==> src/rtl/pipe_skid_reg.sv <==
// Two-entry skid-buffered pipeline register with registered in_ready/out_valid and flush.
// Optional stall counter output enabled by defining PIPE_STALL_CNT_EN.
module pipe_skid_reg #(
    parameter int unsigned WIDTH = 64
) (
    input  logic             clk,
    input  logic             reset,
    input  logic             in_valid,
    output logic             in_ready,
    input  logic [WIDTH-1:0] in_data,
    output logic             out_valid,
    input  logic             out_ready,
    input  logic             flush,
    output logic [WIDTH-1:0] out_data
`ifdef PIPE_STALL_CNT_EN
    ,
    output logic [31:0]      stall_count
`endif
);

    typedef enum logic [1:0] {StEmpty, StOne, StFull} state_e;

    state_e           state_q, state_d;
    logic [WIDTH-1:0] main_data_q, main_data_d;
    logic [WIDTH-1:0] skid_data_q, skid_data_d;
    logic             main_valid, skid_valid;
    logic             acc, fire;

    assign main_valid = (state_q != StEmpty);
    assign skid_valid = (state_q == StFull);

    assign out_valid = main_valid;
    assign out_data  = main_data_q;
    assign in_ready  = reset && !skid_valid;

    assign acc  = in_valid && in_ready;
    assign fire = out_valid && out_ready;

    always_comb begin
        state_d     = state_q;
        main_data_d = main_data_q;
        skid_data_d = skid_data_q;
        if (flush) begin
            // Squash drops both entries and any offered bundle; data regs keep stale values.
            state_d = StEmpty;
        end else begin
            unique case (state_q)
                StEmpty: begin
                    if (acc) begin
                        state_d     = StOne;
                        main_data_d = in_data;
                    end
                end
                StOne: begin
                    if (acc && fire) begin
                        main_data_d = in_data;
                    end else if (acc) begin
                        state_d     = StFull;
                        skid_data_d = in_data;
                    end else if (fire) begin
                        state_d = StEmpty;
                    end
                end
                StFull: begin
                    if (fire) begin
                        state_d     = StOne;
                        main_data_d = skid_data_q;
                    end
                end
                default: state_d = StEmpty;
            endcase
        end
    end

    always_ff @(posedge clk) begin
        if (!reset) begin
            state_q     <= StEmpty;
            main_data_q <= '0;
            skid_data_q <= '0;
        end else begin
            state_q     <= state_d;
            main_data_q <= main_data_d;
            skid_data_q <= skid_data_d;
        end
    end

`ifdef PIPE_STALL_CNT_EN
    logic [31:0] stall_count_q;

    assign stall_count = stall_count_q;

    // Saturating count of cycles where downstream holds off a valid bundle.
    always_ff @(posedge clk) begin
        if (!reset) begin
            stall_count_q <= '0;
        end else if (out_valid && !out_ready && !flush && (stall_count_q != 32'hFFFF_FFFF)) begin
            stall_count_q <= stall_count_q + 32'd1;
        end
    end
`endif

endmodule

==> config.mk <==
export PLATFORM = sky130hd
export DESIGN_NAME = pipe_skid_reg
export DESIGN_NICKNAME = d
export VERILOG_FILES = /design/src/rtl/pipe_skid_reg.sv
export SDC_FILE = /design/constraint.sdc
export NUM_CORES = 1
export LEC_CHECK = 0
export ABC_AREA = 1
export BUFFER_PORTS_ARGS = -buffer_cell sky130_fd_sc_hd__buf_2
export CAP_MARGIN = 5
export CORE_AREA = 2 2 129 131
export CTS_BUF_LIST = sky130_fd_sc_hd__clkbuf_16
export DETAILED_ROUTE_END_ITERATION = 16
export DIE_AREA = 0 0 131 133
export PLACE_DENSITY = 0.65
export RECOVER_POWER = 50
export SYNTH_ARGS = -nofsm -noshare
export SYNTH_HDL_FRONTEND = slang
export SYNTH_SLANG_ARGS = --single-unit
==> constraint.sdc <==
create_clock -name clk -period 1.88 [get_ports clk]
set_clock_uncertainty 0.1 [all_clocks]
set_input_delay 0.376 -clock clk [delete_from_list [all_inputs] [get_ports clk]]
set_output_delay 0.376 -clock clk [all_outputs]
set_load 0.005 [all_outputs]
* Yosys cells after proc, flatten, opt, wreduce, memory -nomap -nowiden *
Index checks and enable logic that the tools add are counted.

word-level totals
  bits in registers = 130
  bits in latches = 0
  RAM bits = 0
  memory bits (read-only) = 0
  input port bits = 69
  output and inout bits = 66
  word-level logic and storage cells = 35
  memories kept = 0

cells by class
  $add $sub $neg = 0
  $mul = 0
  divide/modulo/power cells = 0
  magnitude comparators = 0
  equal/unequal tests = 7
  shift operators = 0
  mux-type cells = 10
  bitwise logic cells = 3
  reduce and logical (&&, ||, !) cells = 12

operators with widths
  cell                  count
  $mux W64              3
  $pmux W64 S3          1
  $mux W2               5
  $reduce_and A4 Y1     2
  $ne A2 B2 Y1 const B  3
  $pmux W2 S3           1
  $reduce_and A5 Y1     1
  $logic_and A1 B1 Y1   4
  $ne A3 B3 Y1 const B  1
  $not A1 Y1            3
  $reduce_bool A3 Y1    1
  $eq A2 B1 Y1 const B  1
  $eq A2 B2 Y1 const B  1
  $logic_not A2 Y1      1
  $ne A2 B1 Y1 const B  1
  $reduce_bool A2 Y1    1
  $reduce_or A2 Y1      1
  $logic_not A1 Y1      1

* Logic depth before layout (Yosys ltp) *
  depth after elaboration = 7
  depth in mapped cells = 11

* Least setup slack after synthesis *
No wires, ideal clock.

  path type = register to register
  from = register state_q[1]
  to = register skid_data_q[10]
  arrival = 1.244 ns
  required time = 1.664 ns
  path slack = 0.420 ns
  cell stages (with the launch flop) = 7
  cells stage by stage = dfxtp_1 -> o21ai_0 -> nand3b_1 -> buf_4 -> clkbuf_1 -> o21ai_0 -> nor2_1

on the way
  word-level cells in the longest chain between the ends = 7

RTL lines
  item                                    RTL line  source
  from (decl)                             23        state_e state_q, state_d;
  from (signal assigned)                  77        state_q <= StEmpty;
  from (signal assigned)                  81        state_q <= state_d;
  $eq A2 B2 Y1                            30        assign skid_valid = (state_q == StFull);
  $logic_not A1 Y1                        34        assign in_ready = reset && !skid_valid;
  $logic_and A1 B1 Y1                     34
  $logic_and A1 B1 Y1                     36        assign acc = in_valid && in_ready;
  $logic_and A1 B1 Y1                     55        if (acc && fire) begin
  $not A1 Y1 (no source line)             --
  $reduce_and A4 Y1 (no source line) (*)  --
  to (signal assigned)                    83        skid_data_q <= skid_data_d;
  to (decl)                               25        logic [WIDTH-1:0] skid_data_q, skid_data_d;

Mark *: on every way between the ends. The rest lies on a longest branch, timed or not.
A chain may end at the register's enable or synchronous reset.

* Worst setup path in the final report *
  from = register state_q[1]
  to = output out_valid

on the way
  word-level cells in the longest chain between the ends = 1

RTL lines
  item                RTL line  source
  $reduce_bool A2 Y1  29        assign main_valid = (state_q != StEmpty);
  to (decl)           11        output logic out_valid,

No other way between the ends.

==> summary.md <==
| Metric | Value |
|---|---|
| Mux contribution to synthesized area | `0` |
| Launching element type of the critical path | `flop` |
| Cells after DPL | `1233` |
| Clock root cell | `clkbuf_16` |
| Post-placement cell area | `about 0.0068 mm2` |
| Wire length per cell after detailed routing | `approximately 12 um` |
| Post-route worst setup slack | `0.0802 ns` |
| Final cycle utilization of the critical path | `0.957` |
| Y dimension of the die | `between 100 and 150 um` |
| TritonRoute pass-1 iters | `6` |
| Post-synthesis register bit count | `130` |
| Fin area | `roughly 0.0075 mm2` |
| Power density over cell area | `just under 1000 mW/mm2` |
| Shortest clock period the worst path allows after layout | `between 1.5 and 2 ns` |
| Result of the run | `finished clean` |
| Post-route non-filler standard cell count | `approximately 1300` |
| Data arrival time of the critical path | `between 1 and 1.5 ns` |
| Count of vias placed by the detailed router | `around 5800` |
| Summed instance area of the synthesized netlist | `0.00599 mm2` |
| Path class of the lowest-slack min-delay path | `primary input to flop` |
| Clock tree from TritonCTS | `built` |
| Final setup violation count | `0` |
| Power Total | `~7.3 mW` |
| Core Area | `0.0162 mm2` |
| Number of clock buffers inserted by TritonCTS | `17` |
| Effective utilization at floorplan | `0.370` |
| Antenna diode count | `0` |
| Clock latency on the worst-skew pair | `0.42 ns` |
| CTS H-tree depth | `4` |
| Antenna violations before repair | `1` |
| Detail-routed via count per cell | `around 4.6` |
| Part of the Yosys area used for sequential elements | `0.435` |
| Setup slack at placement | `0.164 ns` |
| Start point of the worst min-delay path | `in_data[30]` |
| Overall routing resource usage | `0.183` |
| Main combinational cell family by area after synthesis | `simple AND/OR/NAND/NOR gates` |
| GRT Residual Overflow | `0` |
| Worst-path fanout max | `5` |
| Number of cells traversed by the worst hold path | `3` |
| Slew of the pin with the lowest slew margin | `roughly 0.62 ns` |
| Layout cells sized above 1 | `0.150` |
| Cells after synthesis | `between 900 and 1000` |
| Maximum Capacitance Violations | `0` |
| Synthesized-area fraction occupied by and/or/nand/nor cells | `0.348` |
| Largest cells by area after synthesis | `dfxtp_1, nand2_1, nor2_1, a21oi_1, o21ai_0` |
| Post-DP HPWL | `9130 um` |
| Adder and majority cell fraction of the synthesized area | `0` |
| Yosys warns | `0` |
| DRT antenna net count | `0` |
| Total length of routed wires | `~15000 um` |
| Critical R2R Launch | `state_q[1]$_SDFFE_PP0P_` |
| Max frequency | `~560 MHz` |
| Final Slew Violations | `0` |
| Synth top area share | `0.435` |
| Floorplan die width | `131 um` |
| Hold Slack | `0.121 ns` |
| Number of rows in the core area | `47` |
| Port bufs | `between 100 and 150` |
| Remaining routing DRC violations | `0` |
| Post-CTS Setup Inserts | `0` |
| Slew HR | `0.587` |
| Endpoint type of the worst setup path | `output pin` |
| Detailed Route Iter0 Violations | `roughly 340` |
| Synth cell types | `20` |
| Standby leakage power | `3.59 nW` |
| Peak ir drop on the vdd network | `~0.60 mV` |
| Synthesized-area fraction occupied by xor and xnor cells | `0.00146` |
| Nets | `approximately 1100` |
| Reg-to-reg setup timing slack | `0.14 ns` |
| Synth Area in Compound Gates | `0.114` |
| Via count of the first global-routing pass | `around 5300` |
| First-pass GRT wire length | `25500 um` |
| Pin count of the biggest net entering global routing | `about 130` |
| End of the worst register-to-register path | `skid_data_q[22]$_SDFFE_PN0P_` |
| Clock transition at the registers of the reported paths | `~0.060 ns` |
| Mean area per synthesized cell | `~6.4 um2` |
| Layout Area Growth over Synthesis | `24.6%` |
| Cell type with the largest total area after synthesis | `dfxtp_1` |
| RSZ-0062 raised after global routing | `yes` |
| Hold buffer count at CTS | `0` |
| Endpoint required time on the critical path | `approximately 1.4 ns` |
| Hold Fails Final Rpt | `0` |
| TritonCTS sink count | `between 100 and 150` |
| R2R cell count | `5` |
| Type of the setup path with the least slack | `flop to output pin` |
| Net count after synthesis | `roughly 1000` |
| Clk buf depth | `2` |
| Global placement routability congestion | `~0.74` |
| Num ports | `135` |
| Die area | `about 0.017 mm2` |
| Hold-critical path endpoint | `skid_data_q[30]$_SDFFE_PN0P_` |
==> area by class of cell <==
class                           count  area, um2
Sequential cell                   130       2610
Timing Repair Buffer              149        847
Clock buffer                       17        425
Inverter                           72        278
Tap cell                          220        275
Clock inverter                     15        240
Fill cell                        1733       8710
Multi-Input combinational cell    662       2790
==> per-layer routing <==
metal / vias up / global-route usage / part of all wire
li1: 3089 / - / -
met1: 2573 / 0.238 / 0.48
met5: - / 0 / 0.00085
met2: 115 / 0.287 / 0.45
met3: 25 / 0.0518 / 0.046
met4: 2 / 0.0733 / 0.020
==> Yosys cell counts (all sizes together) <==
cell type	n
a21oi	67
buf	56
clkbuf	13
dfxtp	130
inv	72
nand2	264
nand3	65
nand3b	1
nand4	1
nor2	196
o211ai	1
o21ai	65
o21bai	1
xor2	1
==> critical path: stages (launching register included) <==
cell     delay (ns)
dfxtp_2        0.34
nor2_1         0.35
inv_1          0.06
buf_2          0.15
==> kinds of logic (layout without fill, tap and decap cells) <==
| group | after synthesis | in the layout |
|---|---|---|
| simple gates | 527 | 527 |
| buf+inv | 141 | 253 |
| compound gates | 134 | 134 |
| flops | 130 | 130 |
| xor+xnor | 1 | 1 |
==> power by group <==
group	total (mW)	internal, mW	switching (mW)	leakage [nW]
Clock	3.73	2.47	1.25	0.312
Sequential	2.91	2.86	0.0525	1.06
Combinational	0.667	0.281	0.386	2.22
==> through the flow <==
step | setup TNS [ns] | util
floorplan | 0 | -
global placement | 0 | 0.423
detailed placement | 0 | 0.423
CTS | 0 | 0.464
global route | -0.154 | 0.462
finish | 0 | 0.462
==> placed cells by master, fill, tap and decap left out, types with 5 or more instances in the layout <==
master and n:
nand2_1 263, nor2_1 196, dfxtp_1 128, buf_2 101, inv_1 70, a21oi_1 66
o21ai_0 65, nand3_1 64, clkbuf_1 32, clkbuf_16 17, buf_12 8, bufinv_16 6
buf_4 6, clkinvlp_4 5
==> timing repair <==
| item | in CTS | in global routing |
|---|---|---|
| endpoints found under the setup margin | 1 | 57 |
| endpoints found under the hold margin | 0 | 0 |
| gates resized for setup | 2 | 3 |
==> registers in the layout, summed over array words and instances (netlist names) <==
name and flops:
out_data 64, skid_data_q 64, state_q 2
==> how the worst max path moves through the flow <==
stage                                  startpoint                            to  cells past startpoint
after floorplan           state_q[1]$_SDFFE_PP0P_  skid_data_q[10]$_SDFFE_PN0P_                      6
after detailed placement  state_q[1]$_SDFFE_PP0P_  skid_data_q[32]$_SDFFE_PN0P_                      5
after CTS                 state_q[1]$_SDFFE_PP0P_                      in_ready                      4
final                     state_q[1]$_SDFFE_PP0P_                     out_valid                      3
after global routing      state_q[1]$_SDFFE_PP0P_  skid_data_q[21]$_SDFFE_PN0P_                      5
after global placement                  out_ready     out_data[50]$_SDFFE_PN0P_                      7
Power figures use the tool's default switching activity.
